$ cat src/rtl/pmem_line_ctrl_pkg.sv
// Shared LC-3b types used by the cache/memory line path.
package lc3b_types;
    localparam int LINE_BEATS = 8;
    localparam int WORD_BITS  = 16;

    typedef logic [127:0] lc3b_line;
    typedef logic [15:0]  lc3b_word;
endpackage

$ cat src/rtl/pmem_line_buffer.sv
// 128-bit line buffer: whole-line load, per-slot word write, and slot read mux.
module pmem_line_buffer
    import lc3b_types::*;
(
    input  logic         clk,
    input  logic         rst,
    input  logic         i_load,
    input  logic [127:0] i_line,
    input  logic         i_wr_en,
    input  logic [2:0]   i_wr_idx,
    input  logic [15:0]  i_wr_word,
    input  logic [2:0]   i_rd_idx,
    output logic [15:0]  o_rd_word,
    output logic [127:0] o_line
);
    lc3b_line r_line;

    always_ff @(posedge clk or posedge rst) begin
        if (rst) begin
            r_line <= '0;
        end else if (i_load) begin
            r_line <= i_line;
        end else if (i_wr_en) begin
            r_line[{i_wr_idx, 4'b0000} +: WORD_BITS] <= i_wr_word;
        end
    end

    assign o_rd_word = r_line[{i_rd_idx, 4'b0000} +: WORD_BITS];
    assign o_line    = r_line;
endmodule

$ cat src/rtl/pmem_line_ctrl.sv
// Line-to-word bridge: services 128-bit pmem line reads/writes as 8 word beats
// on the backing-store port, with one idle gap cycle between beats.
module pmem_line_ctrl
    import lc3b_types::*;
#(
    parameter int BEATS  = 8,
    parameter int WORD_W = 16,
    parameter int ADDR_W = 16
) (
    input  logic                    clk,
    input  logic                    reset,
    input  logic [ADDR_W-1:0]       pmem_address,
    input  logic                    pmem_read,
    input  logic                    pmem_write,
    input  logic [BEATS*WORD_W-1:0] pmem_wdata,
    output logic [BEATS*WORD_W-1:0] pmem_rdata,
    output logic                    pmem_resp,
    output logic [ADDR_W-1:0]       ws_addr,
    output logic                    ws_read,
    output logic                    ws_write,
    output logic [WORD_W-1:0]       ws_wdata,
    input  logic [WORD_W-1:0]       ws_rdata,
    input  logic                    ws_resp,
    output logic [2:0]              o_dbg_state
);
    // Word handshake: ws_read/ws_write is held with a stable ws_addr/ws_wdata
    // until ws_resp is seen at a clock edge; that edge completes the beat.
    typedef enum logic [2:0] {
        s_idle       = 3'd0,
        s_read_beat  = 3'd1,
        s_write_beat = 3'd2,
        s_gap        = 3'd3,
        s_resp       = 3'd4
    } state_t;

    state_t              r_state;
    logic [2:0]          r_beat;
    logic                r_is_read;
    logic [ADDR_W-5:0]   r_base;

    logic                w_buf_load;
    logic                w_buf_wr;
    logic [WORD_W-1:0]   w_rd_word;
    lc3b_line            w_line;
    logic                w_unused_addr_lsbs;

    assign w_unused_addr_lsbs = ^pmem_address[3:0];
    assign w_buf_load = (r_state == s_idle) && !pmem_read && pmem_write;
    assign w_buf_wr   = (r_state == s_read_beat) && ws_resp;
    assign o_dbg_state = r_state;

    pmem_line_buffer u_buf (
        .clk       (clk),
        .rst       (reset),
        .i_load    (w_buf_load),
        .i_line    (pmem_wdata),
        .i_wr_en   (w_buf_wr),
        .i_wr_idx  (r_beat),
        .i_wr_word (ws_rdata),
        .i_rd_idx  (r_beat),
        .o_rd_word (w_rd_word),
        .o_line    (w_line)
    );

    always_ff @(posedge clk or posedge reset) begin
        if (reset) begin
            r_state    <= s_idle;
            r_beat     <= '0;
            r_is_read  <= 1'b0;
            r_base     <= '0;
            pmem_rdata <= '0;
            pmem_resp  <= 1'b0;
            ws_addr    <= '0;
            ws_read    <= 1'b0;
            ws_write   <= 1'b0;
            ws_wdata   <= '0;
        end else begin
            pmem_resp <= 1'b0;
            case (r_state)
                s_idle: begin
                    // Read has priority when both requests are raised.
                    if (pmem_read || pmem_write) begin
                        r_base    <= pmem_address[ADDR_W-1:4];
                        r_beat    <= '0;
                        r_is_read <= pmem_read;
                        ws_addr   <= {pmem_address[ADDR_W-1:4], 4'b0000};
                        ws_read   <= pmem_read;
                        ws_write  <= !pmem_read;
                        if (!pmem_read) ws_wdata <= pmem_wdata[WORD_W-1:0];
                        r_state   <= pmem_read ? s_read_beat : s_write_beat;
                    end
                end
                s_read_beat, s_write_beat: begin
                    if (ws_resp) begin
                        ws_read  <= 1'b0;
                        ws_write <= 1'b0;
                        if (r_beat == 3'd7) begin
                            pmem_resp <= 1'b1;
                            // Final word is still on ws_rdata, so merge it in here.
                            if (r_is_read) pmem_rdata <= {ws_rdata, w_line[111:0]};
                            r_state <= s_resp;
                        end else begin
                            r_beat  <= r_beat + 3'd1;
                            r_state <= s_gap;
                        end
                    end
                end
                s_gap: begin
                    ws_addr  <= {r_base, r_beat, 1'b0};
                    ws_read  <= r_is_read;
                    ws_write <= !r_is_read;
                    if (!r_is_read) ws_wdata <= w_rd_word;
                    r_state  <= r_is_read ? s_read_beat : s_write_beat;
                end
                s_resp: begin
                    r_state <= s_idle;
                end
                default: begin
                    r_state <= s_idle;
                end
            endcase
        end
    end
endmodule
$ cat config.mk
export PLATFORM = sky130hd
export DESIGN_NAME = pmem_line_ctrl
export DESIGN_NICKNAME = d
export VERILOG_FILES = /design/src/rtl/pmem_line_ctrl_pkg.sv /design/src/rtl/pmem_line_buffer.sv /design/src/rtl/pmem_line_ctrl.sv
export SDC_FILE = /design/constraint.sdc
export NUM_CORES = 1
export LEC_CHECK = 0
export ABC_AREA = 1
export BUFFER_PORTS_ARGS = -buffer_cell sky130_fd_sc_hd__buf_2
export CORE_MARGIN = 2
export CORE_UTILIZATION = 28
export DETAILED_ROUTE_END_ITERATION = 10
export REMOVE_ABC_BUFFERS = 1
export SLEW_MARGIN = 20
export SYNTH_ARGS = -nofsm -noshare
export SYNTH_HDL_FRONTEND = slang
export SYNTH_SLANG_ARGS = --single-unit
$ cat constraint.sdc
create_clock -name clk -period 25.5 [get_ports clk]
set_input_delay 1.275 -clock clk [delete_from_list [all_inputs] [get_ports clk]]
set_output_delay 1.275 -clock clk [all_outputs]
set_load 0.005 [all_outputs]
# ---- Word level (Yosys, flattened, before mapping)
# Index checks and enable logic that the tools add are counted.
dict set report totals {
  elab_cells 71
  ram_bits 0
  output_inout_bits 166
  input_bits 165
  reg_bits 310
  mem_bits_ro 0
  memories 0
  latch_bits 0
}
dict set report op_classes {
  n_mux 27
  div 0
  n_eq_ne 9
  magnitude_cmp 0
  bitwise_logic 0
  reduce_logical 19
  add_sub_neg 2
  n_mul 0
  shift 3
}
# op count
set op_table {}
lappend op_table {{128-bit two-way mux} 2}
lappend op_table {{128-bit bitwise mux} 1}
lappend op_table {{16-bit by 9-bit variable shift with 128-bit output (first input constant)} 1}
lappend op_table {{128-bit by 8-bit variable part select with 16-bit output} 1}
lappend op_table {{16-bit by 9-bit variable part select with 128-bit output} 1}
lappend op_table {{16-bit two-way mux} 4}
lappend op_table {{16-bit one-hot mux with 2 select lines} 2}
lappend op_table {{3-bit two-way mux} 6}
lappend op_table {{4-bit AND reduction} 3}
lappend op_table {{7-bit negator with 9-bit output} 1}
lappend op_table {{3-bit one-hot mux with 3 select lines} 1}
lappend op_table {{2-bit != test (second input constant)} 4}
lappend op_table {{3-bit by 2-bit equality test with 1-bit output (second input constant)} 2}
lappend op_table {{1-bit two-way mux} 6}
lappend op_table {{1-bit one-hot mux with 3 select lines} 2}
lappend op_table {{3-bit one-hot mux with 2 select lines} 1}
lappend op_table {{2-bit AND reduction} 3}
lappend op_table {{2-bit nonzero test} 3}
lappend op_table {{2-bit two-way mux} 2}
lappend op_table {{3-bit by 1-bit adder with 3-bit output (second input constant)} 1}
lappend op_table {{3-bit by 1-bit equality test with 1-bit output (second input constant)} 1}
lappend op_table {{3-bit equality test (second input constant)} 1}
lappend op_table {{1-bit logical AND} 3}
lappend op_table {{3-bit logical NOT} 1}
lappend op_table {{other kinds (6)} 7}

# ---- Longest topological paths before layout
# Gate-level depths: netlist (run 1).
dict set report depth {
  word_depth 5
  ltp_mapped 14
  depth_no_buf 11
}

# ---- Cells and area by module
# From an unflattened synthesis (run 1), not the netlist that was laid out.
dict set report hier_totals {
  hier_cells 2167
  area_unflattened_um2 15825.2
}
# module area_per_inst_um2 seq_area_each_um2 cells_each instances
set modules_own_cells {}
lappend modules_own_cells {pmem_line_buffer 8100.3 3203.1 1282 1}
lappend modules_own_cells {pmem_line_ctrl 7724.9 4529.3 885 1}

# ---- Worst setup path after synthesis (run 1)
# Ideal clock, no wire load.
dict set report synth_timing {
  kind {register to register}
  start {register r_beat[0]}
  end {register u_buf.r_line[3], in the netlist u_buf.o_line[3]}
  arrival_ps 2427
  n_path_buf 3
  synth_period_minus_slack_ps 2557
  required_time_ps 25370
  setup_ps 130
  path_slack_ps 22943
  path_stages_with_launch 13
  path_cell_list {dfrtp_1 > inv_2 > buf_2 > buf_1 > ha_1 > ha_1 > inv_2 > nand3_1 > nor2_4 > nand2_1 > buf_2 > nand3_1 > o211ai_1}
}
dict set report synth_via {
  elab_chain_cells 5
}
# element line
set synth_lines {}
lappend synth_lines {{start: declaration} pmem_line_ctrl.sv:37} ;# logic [2:0] r_beat;
lappend synth_lines {{start signal: assignment} pmem_line_ctrl.sv:103} ;# r_beat <= r_beat + 3'd1;
lappend synth_lines {{7-bit negator with 9-bit output *} pmem_line_buffer.sv:24} ;# r_line[{i_wr_idx, 4'b0000} +: WORD_BITS] <= i_wr_word;
lappend synth_lines {{16-bit by 9-bit variable part select with 128-bit output / 16-bit by 9-bit variable shift with 128-bit output (equally long branches)} pmem_line_buffer.sv:24}
lappend synth_lines {{128-bit bitwise mux *} pmem_line_buffer.sv:24}
lappend synth_lines {{128-bit two-way mux *} pmem_line_buffer.sv:23} ;# end else if (i_wr_en) begin
lappend synth_lines {{128-bit two-way mux *} pmem_line_buffer.sv:21} ;# end else if (i_load) begin
lappend synth_lines {{end signal: assignment} pmem_line_buffer.sv:22} ;# r_line <= i_line;
lappend synth_lines {{end signal: indexed assignment} pmem_line_buffer.sv:24}
lappend synth_lines {{end: declaration} pmem_line_buffer.sv:16} ;# lc3b_line r_line;
# Mark *: on every way between the ends. The rest lies on a longest branch, timed or not. The select of a mux whose other input is x is not followed.
# A chain may end at the register's enable or synchronous reset.

# ---- Final worst setup path (run 1)
dict set report layout_timing {
  start {register r_beat[1]}
  end {register u_buf.r_line[1], in the netlist u_buf.o_line[1]}
}
# The elaborated chain is that of the path after synthesis.

==> results of run 1 <==
cell type report:
cell class                 instances  area share, %
sequential                       309           41.0
multi-input combinational       1433           34.7
timing repair buffer             337           9.22
clock buffer                      53           5.81
tap                              748           4.95
inverter                         166           3.36
clock inverter                    14          0.947
antenna                            3         0.0397
cell usage in the layout (no fill, tap or decap), types with 2 or more instances in the layout:
master	synthesis	final
nand2_1	641	641
nand3_1	395	395
buf_2	62	325
dfrtp_1	309	307
inv_1	150	149
nor2_1	128	126
o21ai_0	114	114
nand4_1	65	65
clkbuf_16	0	38
o21ai_1	21	21
inv_2	16	14
nor2_4	12	14
o22ai_1	12	12
buf_4	6	10
nand2_2	9	9
clkbuf_8	0	9
o211ai_1	7	7
ha_1	7	7
clkbuf_1	47	6
a21oi_1	5	5
or2_0	5	5
clkinv_2	0	4
diode_2	0	3
inv_6	0	3
clkinvlp_4	0	3
bufinv_16	0	3
nand4_4	1	2
nand2_4	2	2
nor3_1	2	2
buf_12	0	2
worst min-delay path, delay by kind of cell, from the launching register on:
family	cells	cell delay [ns]
AO/OA/AOI/OAI	1	0.05
flip-flops	1	0.34
AND/OR/NAND/NOR	1	0.05
flip-flops by register name, summed over array words and instances, names as in the netlist:
signal,cells
r_beat,3
ws_write,1
u_buf.o_line,128
pmem_rdata,128
o_dbg_state,3
ws_addr,15
r_base,12
pmem_resp,1
ws_wdata,16
ws_read,1
r_is_read,1
logic make-up after synthesis:
group | Yosys count | synth area share, %
other | 1 | 0.0241
AND/OR/NAND/NOR | 1265 | 36.1
flip-flops | 309 | 49.8
buffers and inverters | 304 | 8.14
AO/OA/AOI/OAI | 160 | 5.39
adder cells (fa/ha/maj) | 7 | 0.564
final timing paths:
check                           startpoint          endpoint  slack [ns]  cells after the start
max                              r_beat[1]   u_buf.o_line[1]       20.85                     11
min                        pmem_rdata[123]   pmem_rdata[123]        0.48                      2
max reg2reg                      r_beat[1]   u_buf.o_line[1]       20.85                     11
min reg2reg                pmem_rdata[123]   pmem_rdata[123]        0.48                      2
max in group asynchronous            reset  u_buf.o_line[75]       22.20                      4
min in group asynchronous            reset    pmem_rdata[57]        0.77                      2
layer usage:
metal  routed length, um  up-vias  track usage, %
met5                  47        -               0
met4                2220        8            7.86
met3                6120      111            5.36
met2               28900      711            34.6
met1               27500     7365            30.3
li1                    -     7123               -
power by group:
part	total [uW]	switching, uW	internal (uW)
logic	839	588	251
registers	785	124	660
clock network	562	229	333
total	2190	942	1240
stage by stage:
step           setup WS, ns  cell area (sq um)  total power, uW  std cells  hold slack, ns
4_1_cts               20.93              18900             2190       3060           0.483
3_3_place_gp          20.98              17600             1600       2993           0.455
3_5_place_dp          20.95              17600             1620       2993           0.464
2_1_floorplan         15.68              14900             1270       1908           0.449
6_report              20.85              18900             2190       3063           0.480
5_1_grt               20.60              18900             2330       3061           0.501
==> results.yml, run 1 <==
yosys:
  syn-cell-area_sq_mm: 0.0155
  post_synth.cell_area_avg_sq_um: 7.59
  synth-seq-cells: 309
  syn-instance-count: 2046
  synth-edff-count: 0
  synth_top_area_share_pct: 49.8
  ys_top_cells_by_count: "nand2_1 (641), nand3_1 (395), dfrtp_1 (309)"
  ys_seq_area_share_pct: 49.8
  synthFlopType: "dfrtp_1"
  yosys.cell_count.top_type: "nand2_1"
  synth-async-reset-ratio_pct: 100
  synth.distinct_cells: 30
  synth_top_area_cell: "dfrtp_1"
  synth.area.top_cells: "dfrtp_1 (50%), nand2_1 (15%), nand3_1 (13%)"
  yosys_warnings: 0
timing:
  hold_viol_final: 0
  tightest_slew_ns: 1.04
  rsz0062_at_grt: "no"
  clock.fmax_mhz: 215
  finalCriticalPeriod_ns: 4.65
  finClkSkew_ns: 0.0254
  slew_headroom_pct: 30.7
  period_share_pct: 18.2
  drv_slew: 0
  finalSetupViolCount: 0
  fin_tns_setup_ns: 0
routing:
  viasPerCell: 5.00
  drc: 0
  wl_um: 64800
  drt_first_pass_iters: 5
  avgRoutedWirePerCell_um: 21.2
  drtAntennaViolNets: 0
  route.vias.total: 15300
  drt_iter0_drc: 1423
die:
  dieArea_sq_mm: 0.0574
  fp.dieW_um: 240
  chipHeight_um: 240
  core_area_sq_mm: 0.0550
  rows: 86
  io_pins: 331
  start_util_pct: 28.2
clock_network:
  tritoncts: "yes"
  worstSkewPairLatency_ns: 0.57
  root_buffer: "clkbuf_16"
  clock_sinks: 309
  cts_resized: 0
  numCtsBuffers: 38
  clk_path_buf_depth: 3
  hold_buffers: 0
  postCtsSetupRepairBufs: 0
  cts_max_level: 2
  clk_pin_slew_ns: 0.06
placed_design:
  port-buffer-count: 325
  place_congestion: 0.888
  dp_hpwl_um: 46200
outcome:
  status: "complete, no violations"
critical_path:
  path_cells: "buf_4, inv_2, ha_1, inv_2, nand3_1, nor2_4, nand2_1, nand2_2, inv_2, nand2_1, nand3_1"
  critPathKind: "reg -> reg"
  crit_buf_inv: 4
  startpoint_type: "register"
  critPathMaxStageDelay_ns: 0.76
  worst_ep_required_time_ns: 25.93
  crit_arrival_ns: 5.08
  crit_family: "buffers and inverters"
  cp-end-kind: "register"
  crit_slowest_cell: "inv_2"
  crit_top_cell: "inv_2"
  crit_fanout: 36
power:
  p_leak_uw: 0.00961
  power_density_mw_per_mm2: 116
  vdd_drop_max_uv: 87.2
global_routing:
  first_global_vias: 14600
  grt_pass1_wl_um: 94300
  antenna_found_initial: 7
  overflow: 0
  grt_use_total_pct: 22.3
  grt_max_degree: 257
layout:
  layout-drive-gt1-share_pct: 19.4
  fill_cells: 5923
  final-seq-area_sq_mm: 0.00774
  num-nets-final: 2457
  utilization_pct: 34.4
  syn_to_final_growth_pct: 21.6
  multi_input_area_sq_mm: 0.00656
worst_hold_path:
  hp-class: "reg -> reg"
job:
  maxCapViolCount: 0
No activity file was read; power rests on OpenSTA's default activity.
==> inputs of run 2 (changes only) <==
==> constraint.sdc (replaced) <==
create_clock -name clk -period 4.2 [get_ports clk]
set_input_delay 0.21 -clock clk [delete_from_list [all_inputs] [get_ports clk]]
set_output_delay 0.21 -clock clk [all_outputs]
set_load 0.005 [all_outputs]
==> run 2 against run 1 <==
Net effect:
- hold slack worse by 0.44 ns
- critical path depth down 2
- register-to-register slack lost 20 ns
- fmax grew 54%
- via count increased by 3.7%
- clock-buffer cell count is 2 higher
- sequential power rose to 6.0 times the previous value
- first-iteration DRC count fell by 9.1%
- final cell count rose by 4.9%
==> results.yml, run 2 (synthesis results as in run 1) <==
outcome:
  status: "complete, no violations"
timing:
  slew_headroom_pct: 20.9
  finalCriticalPeriod_ns: 3.02
  hold_viol_final: 0
  rsz0062_at_grt: "no"
  worst_slack_ns: 1.18
  drv_slew: 0
  fin_tns_setup_ns: 0
  hold_ws_ns: 0.0420
  tightest_slew_ns: 1.19
  period_share_pct: 71.8
  finClkSkew_ns: 0.0252
  finalSetupViolCount: 0
  clock.fmax_mhz: 332
power:
  vdd_drop_max_uv: 433
  p_leak_uw: 0.0103
  p_total_uw: 13400
  power_density_mw_per_mm2: 656
clock_network:
  postCtsSetupRepairBufs: 0
  clock_sinks: 309
  worstSkewPairLatency_ns: 0.57
  cts_max_level: 2
  clk_path_buf_depth: 3
  numCtsBuffers: 39
  root_buffer: "clkbuf_16"
  tritoncts: "yes"
  clk_pin_slew_ns: 0.06
layout:
  layout-drive-gt1-share_pct: 18.5
  diodes: 0
  syn_to_final_growth_pct: 31.3
  final_area_sq_mm: 0.0204
  layout_commonest_cell: "nand2_1"
  final_cell_mix: "nand2_1 (641), nand3_1 (395), buf_2 (325)"
  num-nets-final: 2608
die:
  core_area_sq_mm: 0.0550
  start_util_pct: 28.2
  chipHeight_um: 240
  io_pins: 331
  rows: 86
  fp.dieW_um: 240
  dieArea_sq_mm: 0.0574
routing:
  avgRoutedWirePerCell_um: 20.9
  drt_iter0_drc: 1294
  wl_um: 67000
  viasPerCell: 4.94
  drt_first_pass_iters: 5
  route.vias.total: 15900
  drc: 0
  drtAntennaViolNets: 0
placed_design:
  dpl_worst_slack_ns: 1.21
  place_area_sq_mm: 0.0177
  place_congestion: 0.860
  port-buffer-count: 325
  dp_hpwl_um: 46800
critical_path:
  critPathMaxStageDelay_ns: 0.76
  r2r_cells: 9
  crit_slowest_cell: "buf_4"
  cp-end-kind: "register"
  worst_ep_required_time_ns: 4.63
  startpoint_type: "register"
  crit_fanout: 69
  path_cells: "inv_2, buf_4, nand3_4, nor2_4, nand2_1, nand2_2, inv_2, nand2_1, nand3_1"
  critPathKind: "reg -> reg"
  crit_arrival_ns: 3.44
global_routing:
  first_global_vias: 15500
  grt_pass1_wl_um: 97800
  overflow: 0
  antenna_found_initial: 1
  grt_use_total_pct: 23.0
  grt_max_degree: 244
worst_hold_path:
  holdPathStages: 5
  hp-class: "in -> reg"
job:
  maxCapViolCount: 0
-- run 2: cell types whose count changed in the layout (fill, tap and decap cells not counted), moves of 2 or more --
cell and change:
inv_6 -2, clkinv_2 +3, buf_12 +4, buf_4 +4, dlygate4sd3_1 +142, diode_2 -3, bufinv_16 -2, clkbuf_16 +2
-- run 2: path summary, 6_finish.rpt --
check / start / end / slack, ns
min in group asynchronous: reset / pmem_rdata[57] / 0.30
setup reg to reg: r_beat[0] / u_buf.o_line[11] / 1.18
hold reg to reg: ws_write / ws_write / 0.47
setup / recovery: r_beat[0] / u_buf.o_line[11] / 1.18
hold / removal: pmem_wdata[5] / ws_wdata[5] / 0.04
max in group asynchronous: reset / u_buf.o_line[64] / 2.78
-- run 2: layout make-up --
cell class,count,area (sq um)
clock buffers,55,1140
clock inverters,14,121
fillers,5745,34600
inverters,166,633
multi-input cells,1433,6550
flip-flops and latches,309,7730
well taps,748,936
repair buffers,487,3270
-- run 2: power by group --
group	switching [uW]	internal, uW	leakage, uW
sequential	729	4010	0.00406
combinational	3630	1660	0.00558
clock	1400	1950	0.000616
total	5750	7620	0.0103
-- run 2: critical path: cells and delay by family, from the launching register on --
family,cells,cell delay [ns]
AND/OR/NAND/NOR,6,1.53
flip-flops,1,0.42
buffers and inverters,3,0.94
-- run 2: stage by stage --
| stage | instances | util, % |
|---|---|---|
| after detailed placement | 3001 | 32.2 |
| after global routing | 3212 | 37.1 |
| final | 3212 | 37.1 |
| after floorplan | 1908 | - |
| after global placement | 3001 | 32.2 |
| after CTS | 3212 | 37.1 |
-- run 2: repair_timing --
action	CTS	global route
gates resized for setup	0	0
hold buffers	142	0
hold endpoints to repair	268	0
-- run 2: metal layers --
metal	routed length, um	vias up	track usage [%]
met1	29500	7684	31.5
met5	14	-	0
met4	2130	2	7.22
met2	29700	675	35.8
met3	5620	106	5.68
li1	-	7413	-
